[src/rtl/wb_write_sequencer_if.sv]
// rtl/wb_write_sequencer_if.sv - request, register-file write and forwarding signals of the write-back sequencer
interface wb_write_sequencer_if #(
  parameter int DATA_W = 16,
  parameter int ADDR_W = 4
);
  logic              in_valid;
  logic              in_ready;
  logic [ADDR_W-1:0] in_addr;
  logic [DATA_W-1:0] in_data;
  logic              pc_save_valid;
  logic              pc_save_ready;
  logic [31:0]       pc_save_value;
  logic              write_enable;
  logic [ADDR_W-1:0] write_addr;
  logic [DATA_W-1:0] write_data;
  logic [ADDR_W-1:0] fwd_addr;
  logic              fwd_hit;
  logic [DATA_W-1:0] fwd_data;

  // Sequencer side: accepts requests, drives the register-file write port and forwarding result
  modport master (
    input  in_valid, in_addr, in_data, pc_save_valid, pc_save_value, fwd_addr,
    output in_ready, pc_save_ready, write_enable, write_addr, write_data, fwd_hit, fwd_data
  );

  // Producer / register-file side
  modport slave (
    output in_valid, in_addr, in_data, pc_save_valid, pc_save_value, fwd_addr,
    input  in_ready, pc_save_ready, write_enable, write_addr, write_data, fwd_hit, fwd_data
  );
endinterface

[src/rtl/wb_write_sequencer.sv]
// rtl/wb_write_sequencer.sv - queues result writes and PC saves, drains one register write per cycle
module wb_write_sequencer #(
  parameter int DEPTH      = 4,
  parameter int DATA_W     = 16,
  parameter int ADDR_W     = 4,
  parameter int PC_LO_ADDR = 9,
  parameter int PC_HI_ADDR = 10
) (
  input  logic                         clk,
  input  logic                         rst,
  input  logic                         flush,
  input  logic                         wb_stall,
  wb_write_sequencer_if.master         bus,
  output logic [$clog2(DEPTH+1)-1:0]   count,
  output logic                         empty
);

  localparam int PTR_W = $clog2(DEPTH);
  localparam int CNT_W = $clog2(DEPTH+1);

  logic [ADDR_W-1:0] mem_addr_q [DEPTH];
  logic [ADDR_W-1:0] mem_addr_d [DEPTH];
  logic [DATA_W-1:0] mem_data_q [DEPTH];
  logic [DATA_W-1:0] mem_data_d [DEPTH];
  logic [PTR_W-1:0]  head_q, head_d;
  logic [PTR_W-1:0]  tail_q, tail_d;
  logic [CNT_W-1:0]  count_q, count_d;
  logic              we_q, we_d;
  logic [ADDR_W-1:0] waddr_q, waddr_d;
  logic [DATA_W-1:0] wdata_q, wdata_d;

  logic              in_ready_c;
  logic              pc_ready_c;
  logic              in_accept;
  logic              pc_accept;
  logic              pop;
  logic [CNT_W-1:0]  push_n;
  logic              fwd_hit_c;
  logic [DATA_W-1:0] fwd_data_c;
  logic [PTR_W-1:0]  fwd_idx;

  // Wrap-around increment; works for any DEPTH, not only powers of two
  function automatic logic [PTR_W-1:0] ptr_inc(input logic [PTR_W-1:0] p);
    return (p == PTR_W'(DEPTH-1)) ? '0 : p + PTR_W'(1);
  endfunction

  // Readiness from registered count only; a PC save blocks a same-cycle result write
  always_comb begin
    in_ready_c = !flush && !bus.pc_save_valid && (count_q <= CNT_W'(DEPTH-1));
    pc_ready_c = !flush && (count_q <= CNT_W'(DEPTH-2));
    in_accept  = bus.in_valid && in_ready_c;
    pc_accept  = bus.pc_save_valid && pc_ready_c;
    pop        = (count_q != '0) && !wb_stall && !flush;
    push_n     = pc_accept ? CNT_W'(2) : (in_accept ? CNT_W'(1) : '0);
  end

  // Next state of queue, pointers and output register; flush discards everything this cycle
  always_comb begin
    mem_addr_d = mem_addr_q;
    mem_data_d = mem_data_q;
    head_d     = head_q;
    tail_d     = tail_q;
    count_d    = count_q;
    we_d       = 1'b0;
    waddr_d    = waddr_q;
    wdata_d    = wdata_q;
    if (flush) begin
      head_d  = '0;
      tail_d  = '0;
      count_d = '0;
    end else begin
      if (pop) begin
        we_d    = 1'b1;
        waddr_d = mem_addr_q[head_q];
        wdata_d = mem_data_q[head_q];
        head_d  = ptr_inc(head_q);
      end
      if (pc_accept) begin
        mem_addr_d[tail_q]          = ADDR_W'(PC_LO_ADDR);
        mem_data_d[tail_q]          = bus.pc_save_value[15:0];
        mem_addr_d[ptr_inc(tail_q)] = ADDR_W'(PC_HI_ADDR);
        mem_data_d[ptr_inc(tail_q)] = bus.pc_save_value[31:16];
        tail_d                      = ptr_inc(ptr_inc(tail_q));
      end else if (in_accept) begin
        mem_addr_d[tail_q] = bus.in_addr;
        mem_data_d[tail_q] = bus.in_data;
        tail_d             = ptr_inc(tail_q);
      end
      count_d = count_q + push_n - CNT_W'(pop);
    end
  end

  // Forwarding: output register first, then queue oldest to youngest so the youngest match wins
  always_comb begin
    fwd_hit_c  = 1'b0;
    fwd_data_c = '0;
    fwd_idx    = head_q;
    if (we_q && (waddr_q == bus.fwd_addr)) begin
      fwd_hit_c  = 1'b1;
      fwd_data_c = wdata_q;
    end
    for (int i = 0; i < DEPTH; i++) begin
      if ((CNT_W'(i) < count_q) && (mem_addr_q[fwd_idx] == bus.fwd_addr)) begin
        fwd_hit_c  = 1'b1;
        fwd_data_c = mem_data_q[fwd_idx];
      end
      fwd_idx = ptr_inc(fwd_idx);
    end
  end

  // State registers with asynchronous active-low reset
  always_ff @(posedge clk or negedge rst) begin
    if (!rst) begin
      for (int i = 0; i < DEPTH; i++) begin
        mem_addr_q[i] <= '0;
        mem_data_q[i] <= '0;
      end
      head_q  <= '0;
      tail_q  <= '0;
      count_q <= '0;
      we_q    <= 1'b0;
      waddr_q <= '0;
      wdata_q <= '0;
    end else begin
      mem_addr_q <= mem_addr_d;
      mem_data_q <= mem_data_d;
      head_q     <= head_d;
      tail_q     <= tail_d;
      count_q    <= count_d;
      we_q       <= we_d;
      waddr_q    <= waddr_d;
      wdata_q    <= wdata_d;
    end
  end

  assign bus.in_ready      = in_ready_c;
  assign bus.pc_save_ready = pc_ready_c;
  assign bus.write_enable  = we_q;
  assign bus.write_addr    = waddr_q;
  assign bus.write_data    = wdata_q;
  assign bus.fwd_hit       = fwd_hit_c;
  assign bus.fwd_data      = fwd_data_c;
  assign count             = count_q;
  assign empty             = (count_q == '0);

endmodule

[src/flat_wrapper.sv]
// flat-port wrapper written by rule: the top's interface ports become plain ports
module wb_write_sequencer_flat 
#(
  parameter int DEPTH      = 4,
  parameter int DATA_W     = 16,
  parameter int ADDR_W     = 4,
  parameter int PC_LO_ADDR = 9,
  parameter int PC_HI_ADDR = 10
)
  (clk, rst, flush, wb_stall, count, empty, bus_in_valid, bus_in_addr, bus_in_data, bus_pc_save_valid, bus_pc_save_value, bus_fwd_addr, bus_in_ready, bus_pc_save_ready, bus_write_enable, bus_write_addr, bus_write_data, bus_fwd_hit, bus_fwd_data);
  wb_write_sequencer_if #(.DATA_W(DATA_W), .ADDR_W(ADDR_W)) bus_i ();
  input  logic clk;
  input  logic rst;
  input  logic flush;
  input  logic wb_stall;
  output logic [$clog2(DEPTH+1)-1:0] count;
  output logic empty;
  input wire logic [$bits(bus_i.in_valid)-1:0] bus_in_valid;
  input wire logic [$bits(bus_i.in_addr)-1:0] bus_in_addr;
  input wire logic [$bits(bus_i.in_data)-1:0] bus_in_data;
  input wire logic [$bits(bus_i.pc_save_valid)-1:0] bus_pc_save_valid;
  input wire logic [$bits(bus_i.pc_save_value)-1:0] bus_pc_save_value;
  input wire logic [$bits(bus_i.fwd_addr)-1:0] bus_fwd_addr;
  output wire logic [$bits(bus_i.in_ready)-1:0] bus_in_ready;
  output wire logic [$bits(bus_i.pc_save_ready)-1:0] bus_pc_save_ready;
  output wire logic [$bits(bus_i.write_enable)-1:0] bus_write_enable;
  output wire logic [$bits(bus_i.write_addr)-1:0] bus_write_addr;
  output wire logic [$bits(bus_i.write_data)-1:0] bus_write_data;
  output wire logic [$bits(bus_i.fwd_hit)-1:0] bus_fwd_hit;
  output wire logic [$bits(bus_i.fwd_data)-1:0] bus_fwd_data;
  assign bus_i.in_valid = bus_in_valid;
  assign bus_i.in_addr = bus_in_addr;
  assign bus_i.in_data = bus_in_data;
  assign bus_i.pc_save_valid = bus_pc_save_valid;
  assign bus_i.pc_save_value = bus_pc_save_value;
  assign bus_i.fwd_addr = bus_fwd_addr;
  assign bus_in_ready = bus_i.in_ready;
  assign bus_pc_save_ready = bus_i.pc_save_ready;
  assign bus_write_enable = bus_i.write_enable;
  assign bus_write_addr = bus_i.write_addr;
  assign bus_write_data = bus_i.write_data;
  assign bus_fwd_hit = bus_i.fwd_hit;
  assign bus_fwd_data = bus_i.fwd_data;
  wb_write_sequencer #(.DEPTH(DEPTH), .DATA_W(DATA_W), .ADDR_W(ADDR_W), .PC_LO_ADDR(PC_LO_ADDR), .PC_HI_ADDR(PC_HI_ADDR)) u_core (.clk(clk), .rst(rst), .flush(flush), .wb_stall(wb_stall), .bus(bus_i), .count(count), .empty(empty));
endmodule
[config.mk]
export PLATFORM = sky130hd
export DESIGN_NAME = wb_write_sequencer_flat
export DESIGN_NICKNAME = d
export VERILOG_FILES = /design/src/rtl/wb_write_sequencer_if.sv /design/src/rtl/wb_write_sequencer.sv /design/src/flat_wrapper.sv
export SDC_FILE = /design/constraint.sdc
export NUM_CORES = 1
export LEC_CHECK = 0
export CAP_MARGIN = 20
export CORE_MARGIN = 2
export CORE_UTILIZATION = 42
export CTS_CLUSTER_SIZE = 20
export DETAILED_ROUTE_END_ITERATION = 10
export GPL_ROUTABILITY_DRIVEN = 0
export RECOVER_POWER = 100
export SYNTH_ARGS = -nofsm -noshare
export SYNTH_HDL_FRONTEND = slang
export SYNTH_SLANG_ARGS = --single-unit
[constraint.sdc]
create_clock -name clk -period 3.66 [get_ports clk]
set_input_delay 0.732 -clock clk [delete_from_list [all_inputs] [get_ports clk]]
set_output_delay 0.732 -clock clk [all_outputs]
set_load 0.01 [all_outputs]
**Yosys cells after proc, flatten, opt, wreduce, memory -nomap -nowiden**

Cells that the tools add are included.

- Add/subtract/negate cells: 7
- Order comparisons: 14
- Equality and inequality tests: 10
- Multiplexer cells: 65
- Bitwise logic cells: 13
- Reduce and logical (&&, ||, !) cells: 24

Operators with widths:

| operator | count |
|---|---|
| 16-bit two-way mux | 17 |
| 64-bit bitwise mux | 3 |
| 16-bit binary-select mux with 2-bit select | 4 |
| 64-bit two-way mux | 2 |
| 16-bit demux with 2-bit select | 2 |
| 4-bit two-way mux | 10 |
| 4-bit binary-select mux with 2-bit select | 4 |
| 4-bit == test | 5 |
| 2-bit two-way mux | 10 |
| 3-bit >= comparator, second input constant | 6 |
| 2-bit NOT with 3-bit output | 6 |
| 8-bit bitwise AND | 2 |
| 16-bit bitwise mux | 1 |
| 4-bit demux with 2-bit select | 2 |
| 8-bit NOT | 2 |
| 8-bit OR | 2 |
| 1-bit logical AND | 14 |
| 2-bit by 1-bit adder with 2-bit output, second input constant | 5 |
| 2-bit == test, second input constant | 5 |
| 1-bit two-way mux | 8 |
| 3-bit by 2-bit <= comparator with 1-bit output, second input constant | 2 |
| 1-bit by 3-bit less-than comparator with 1-bit output, first input constant | 2 |
| 2-bit by 3-bit less-than comparator with 1-bit output, first input constant | 2 |
| 3-bit by 1-bit less-than comparator with 1-bit output, second input constant | 2 |
| 9 further kinds | 15 |

- Flip-flop bits (word level): 108
- Bits of input ports: 62
- Output and inout port bits: 44
- Word-level logic and storage cells: 147

**Logic depth before layout (Yosys ltp)**

- Word-level depth: 13
- Depth in mapped cells: 12
- Depth with buffers taken out: 10

**Worst setup path before layout**

OpenSTA, ideal clock, no wires.

- Kind: register -> output
- Start point: register u_core.head_q[0]
- End point: output bus_fwd_data[10]
- Data arrival time: 2556 ps
- Path slack: 372 ps
- Stages on the path, launching flop included: 11
- Cells stage by stage: dfrtp_1 -> ha_1 -> or2_1 -> buf_6 -> mux4_2 -> xnor2_1 -> or4_1 -> buf_6 -> buf_12 -> o211ai_2 -> o211ai_2

- Word-level cells in the longest chain between the ends: 13
- Elaborated cells between the ends (all ways): 49

RTL lines:

| what | line | RTL |
|---|---|---|
| from (decl) | wb_write_sequencer.sv:25 | `logic [PTR_W-1:0] head_q, head_d;` |
| from (signal assigned) | wb_write_sequencer.sv:118 | `head_q <= '0;` |
| from (signal assigned) | wb_write_sequencer.sv:127 | `head_q <= head_d;` |
| 2-bit by 1-bit adder with 2-bit output or 2-bit == test (tied branches) | wb_write_sequencer.sv:44 | `return (p == PTR_W'(DEPTH-1)) ? '0 : p + PTR_W'(1);` |
| 2-bit two-way mux | wb_write_sequencer.sv:44 |  |
| 2-bit by 1-bit adder with 2-bit output or 2-bit == test (tied branches) | wb_write_sequencer.sv:44 |  |
| 2-bit two-way mux | wb_write_sequencer.sv:44 |  |
| 2-bit by 1-bit adder with 2-bit output or 2-bit == test (tied branches) | wb_write_sequencer.sv:44 |  |
| 2-bit two-way mux | wb_write_sequencer.sv:44 |  |
| 2-bit NOT with 3-bit output (implied by the code) | wb_write_sequencer.sv:103, wb_write_sequencer.sv:105 |  |
| 4-bit binary-select mux with 2-bit select | wb_write_sequencer.sv:103 | `if ((CNT_W'(i) < count_q) && (mem_addr_q[fwd_idx] == bus.fwd_addr)) begin` |
| 4-bit two-way mux (implied by the code) (2 in a row) | wb_write_sequencer.sv:103 |  |
| 4-bit == test | wb_write_sequencer.sv:103 |  |
| 1-bit logical AND | wb_write_sequencer.sv:103 |  |
| 16-bit two-way mux * | wb_write_sequencer.sv:103 |  |
| to (decl) | flat_wrapper.sv:30 | `output wire logic [$bits(bus_i.fwd_data)-1:0] bus_fwd_data;` |

Mark *: on every way between the ends. The rest lies on a longest branch, timed or not. The select of a mux whose other input is x is not followed.

**Worst setup path after layout**

- Start point: register u_core.head_q[0]
- End point: output bus_fwd_data[15]

Same word-level chain as after synthesis.

==> flow_metrics.tcl <==
set metrics [dict create \
    drt_iter0_markers 776 \
    min_from "u_core.mem_data_q[0]$_DFFE_PN0P_" \
    first_pass_iters 6 \
    ys.flop_type "dfrtp_1" \
    num-fill-cells 1767 \
    async_flop_share_pct 100 \
    grt_pass1_wl_um 38700 \
    worst_skew_pair.late_latency_ns 0.36 \
    vias_per_cell 5.91 \
    finalCriticalPeriod_ns 3.74 \
    dp_hpwl_um 18000 \
    grt_overflow 0 \
    die_w_um 145 \
    fin_nets 1031 \
    post_dp_cell_area_sq_um 9900 \
    syn_avg_cell_area_sq_um 9.82 \
    tritoncts.num_buffers 9 \
    cts_tree "done" \
    port_buffers 105 \
    tightest_slew_ns 1.49 \
    wl_per_cell_um 19.6 \
    syn_nets 919 \
    slew_headroom_pct 0.437 \
    path_class "reg -> out" \
    max_cap_violations 0 \
    num_vias 7269 \
    core_sq_um 19500 \
    dp.cells 1200 \
    layout_common_cells "dfrtp_1, nand2_1, a22o_1, a22oi_1, clkdlybuf4s50_1" \
    dieHeight_um 145 \
    worstReg2RegStart "u_core.count[0]$_DFF_PN0_" \
    ioPinCount 106 \
    slew_viol_final 0 \
    clockPowerShare_pct 12.7 \
    grt_pass1_vias 6650 \
    irDropWorstVdd_mv 0.270 \
    fin_cells 1230 \
    hold_viol_final 0 \
    h-tree-depth 3 \
    drt_wl_total_um 24100 \
    swShare_pct 42.2 \
    crit_fanout 8 \
    synth-edff-count 0 \
    p_per_area_nw_per_um2 733 \
    antenna_cells 0 \
    drc 0 \
    crit_required_ns 2.93 \
    cp.arrival_ns 3.01 \
    netlist.area_leader.share_pct 32.5 \
    synth.area.top_cells "dfrtp_1, mux4_2, mux2i_1" \
    synthCells 848 \
    clock.fmax_mhz 267 \
    p_int_uw 4390 \
    ys.warnings.count 0 \
    setup.worst_path.start "u_core.head_q[0]$_DFFE_PN0P_" \
    clk_pin_slew_ns 0.08 \
    violations "negative setup slack" \
    drtAntennaViolNets 0 \
    rsz0062_at_grt "yes" \
    startpoint_type "register" \
    antenna_found_initial 0 \
    outcome "finished, violations left" \
    ys_seq_elements 108 \
    start_util_pct 42.8 \
    finalCritPeriodShare_pct 102 \
    end_kind "output pin" \
    p_sw_uw 3210 \
    clock_path_buffers 2 \
    final_common_cell "dfrtp_1" \
    dieArea_sq_um 21000 \
    synth_area_sq_um 8330 \
    grt_usage_pct 24.0 \
    p_leak_uw 0.00436 \
    ys_seq_area_share_pct 32.5 \
    area.growth.synth_to_final_pct 24.6 \
    layout-drive-gt1-share_pct 22.4 \
    finalInstanceArea_sq_um 10400 \
    clock_sinks 108 \
    setup_viol 16 \
    skew_ns 0.00794 \
    min_path_type "reg -> reg" \
    clockRootBuffer "clkbuf_16" \
    grt_start_max_net_pins 65 \
    seqPwrFrac_pct 29.7 \
    place_ws_ns -0.420 \
    synth_cell_type_count 59 \
    rows 51 \
    yosysTopAreaCell "dfrtp_1" \
    combPwrFrac_pct 57.6 \
    holdWs_ns 0.528 \
    timing.final.ws_setup_ns -0.0840 \
]
[power groups by stage]
| stage | combinational, uW | clock (uW) | sequential, uW |
|---|---|---|---|
| final | 4380 | 964 | 2260 |
| after global routing | 4800 | 1040 | 2340 |
| after CTS | 4360 | 978 | 2240 |
| after detailed placement | 4310 | 0 | 2260 |
| after global placement | 4270 | 0 | 2230 |
| after floorplan | 2910 | 0 | 2130 |
[per-stage QoR]
| step | setup TNS, ns | power [uW] | utilization, % |
|---|---|---|---|
| final | -0.731 | 7600 | 53.3 |
| after global routing | -1.85 | 8170 | 53.3 |
| after CTS | -0.908 | 7570 | 52.8 |
| after detailed placement | -6.50 | 6570 | 50.9 |
| after global placement | -6.03 | 6490 | 50.9 |
| after floorplan | 0 | 5040 | - |
[per-layer routing]
layer  up-vias  global-route usage [%]  wire length (um)
met1      3530                    41.9             12800
met2       238                    30.5              9560
li1       3487                       -                 -
met4         0                    5.47               222
met3        14                    2.44              1470
met5         -                       0                 0
[cell usage after synthesis, types with 3 or more instances]
cell type,instances
a211oi_1,3
mux2_2,18
buf_1,7
nor2_1,54
buf_4,3
o21ai_1,8
inv_1,18
clkbuf_1,39
nor2b_1,4
mux4_2,44
dfrtp_1,108
a22o_1,61
o211ai_1,12
xnor2_1,14
nand3_1,18
buf_6,3
a32oi_1,3
ha_1,8
nand2b_1,16
a22oi_1,61
o21ai_0,42
o211ai_2,18
buf_2,28
nor3_1,7
a221oi_1,14
and3_1,4
a32o_1,4
nand3b_1,15
a21oi_1,48
o22ai_1,3
nand2_1,74
mux2i_1,55
[registers in the layout, summed over array words and instances, names as in the netlist, named ones only]
register,count
u_core.mem_addr_q,12
u_core.bus.write_enable,1
u_core.bus.write_data,16
u_core.head_q,2
u_core.mem_data_q,64
u_core.bus.write_addr,4
u_core.count,3
u_core.tail_q,2
[final timing paths]
check / end / slack, ns / cells past startpoint
worst max-delay path: bus_fwd_data[15] / -0.08 / 9
worst min-delay path: u_core.mem_data_q[0]$_DFFE_PN0P_ / 0.53 / 2
worst max register to register: u_core.mem_data_q[4]$_DFFE_PN0P_ / 0.51 / 9
worst min register to register: u_core.mem_data_q[0]$_DFFE_PN0P_ / 0.53 / 2
max in group asynchronous: u_core.mem_data_q[14]$_DFFE_PN0P_ / 1.03 / 2
min in group asynchronous: u_core.tail_q[0]$_DFFE_PN0P_ / 0.72 / 1
[layout make-up]
cell class | instances | area, sq um | share of cell area [%]
Multi-Input combinational cell | 638 | 5280 | 51.0
Tap cell | 265 | 332 | 3.20
Clock buffer | 11 | 243 | 2.34
Inverter | 20 | 75.1 | 0.724
Clock inverter | 5 | 41.3 | 0.398
Timing Repair Buffer | 183 | 1690 | 16.3
Sequential cell | 108 | 2700 | 26.1
[timing repair]
| item | in CTS | in global routing |
|---|---|---|
| buffers inserted | 9 | 1 |
| hold buffers | 0 | 0 |
| endpoints found under the setup margin | 17 | 17 |
| gates cloned | 2 | 2 |
| gates resized for setup | 80 | 19 |
| pin swaps | 9 | 3 |
[worst max-delay path: stages (launching register included)]
cell and delay, ns:
dfrtp_1 0.43, ha_4 0.19, or2_4 0.25, mux4_2 0.48, xnor2_2 0.16, or4_4 0.61
buf_8 0.18, o211ai_1 0.11, o211ai_1 0.10, buf_2 0.15
[cells by family after synthesis]
logic type	synth area share, %
compound gates	26.0
fa+ha+maj	1.44
buf+inv	5.64
mux	20.9
flops	32.5
xor+xnor	1.58
simple gates	12.0
Note: power is estimated with default switching activity, not from simulation.
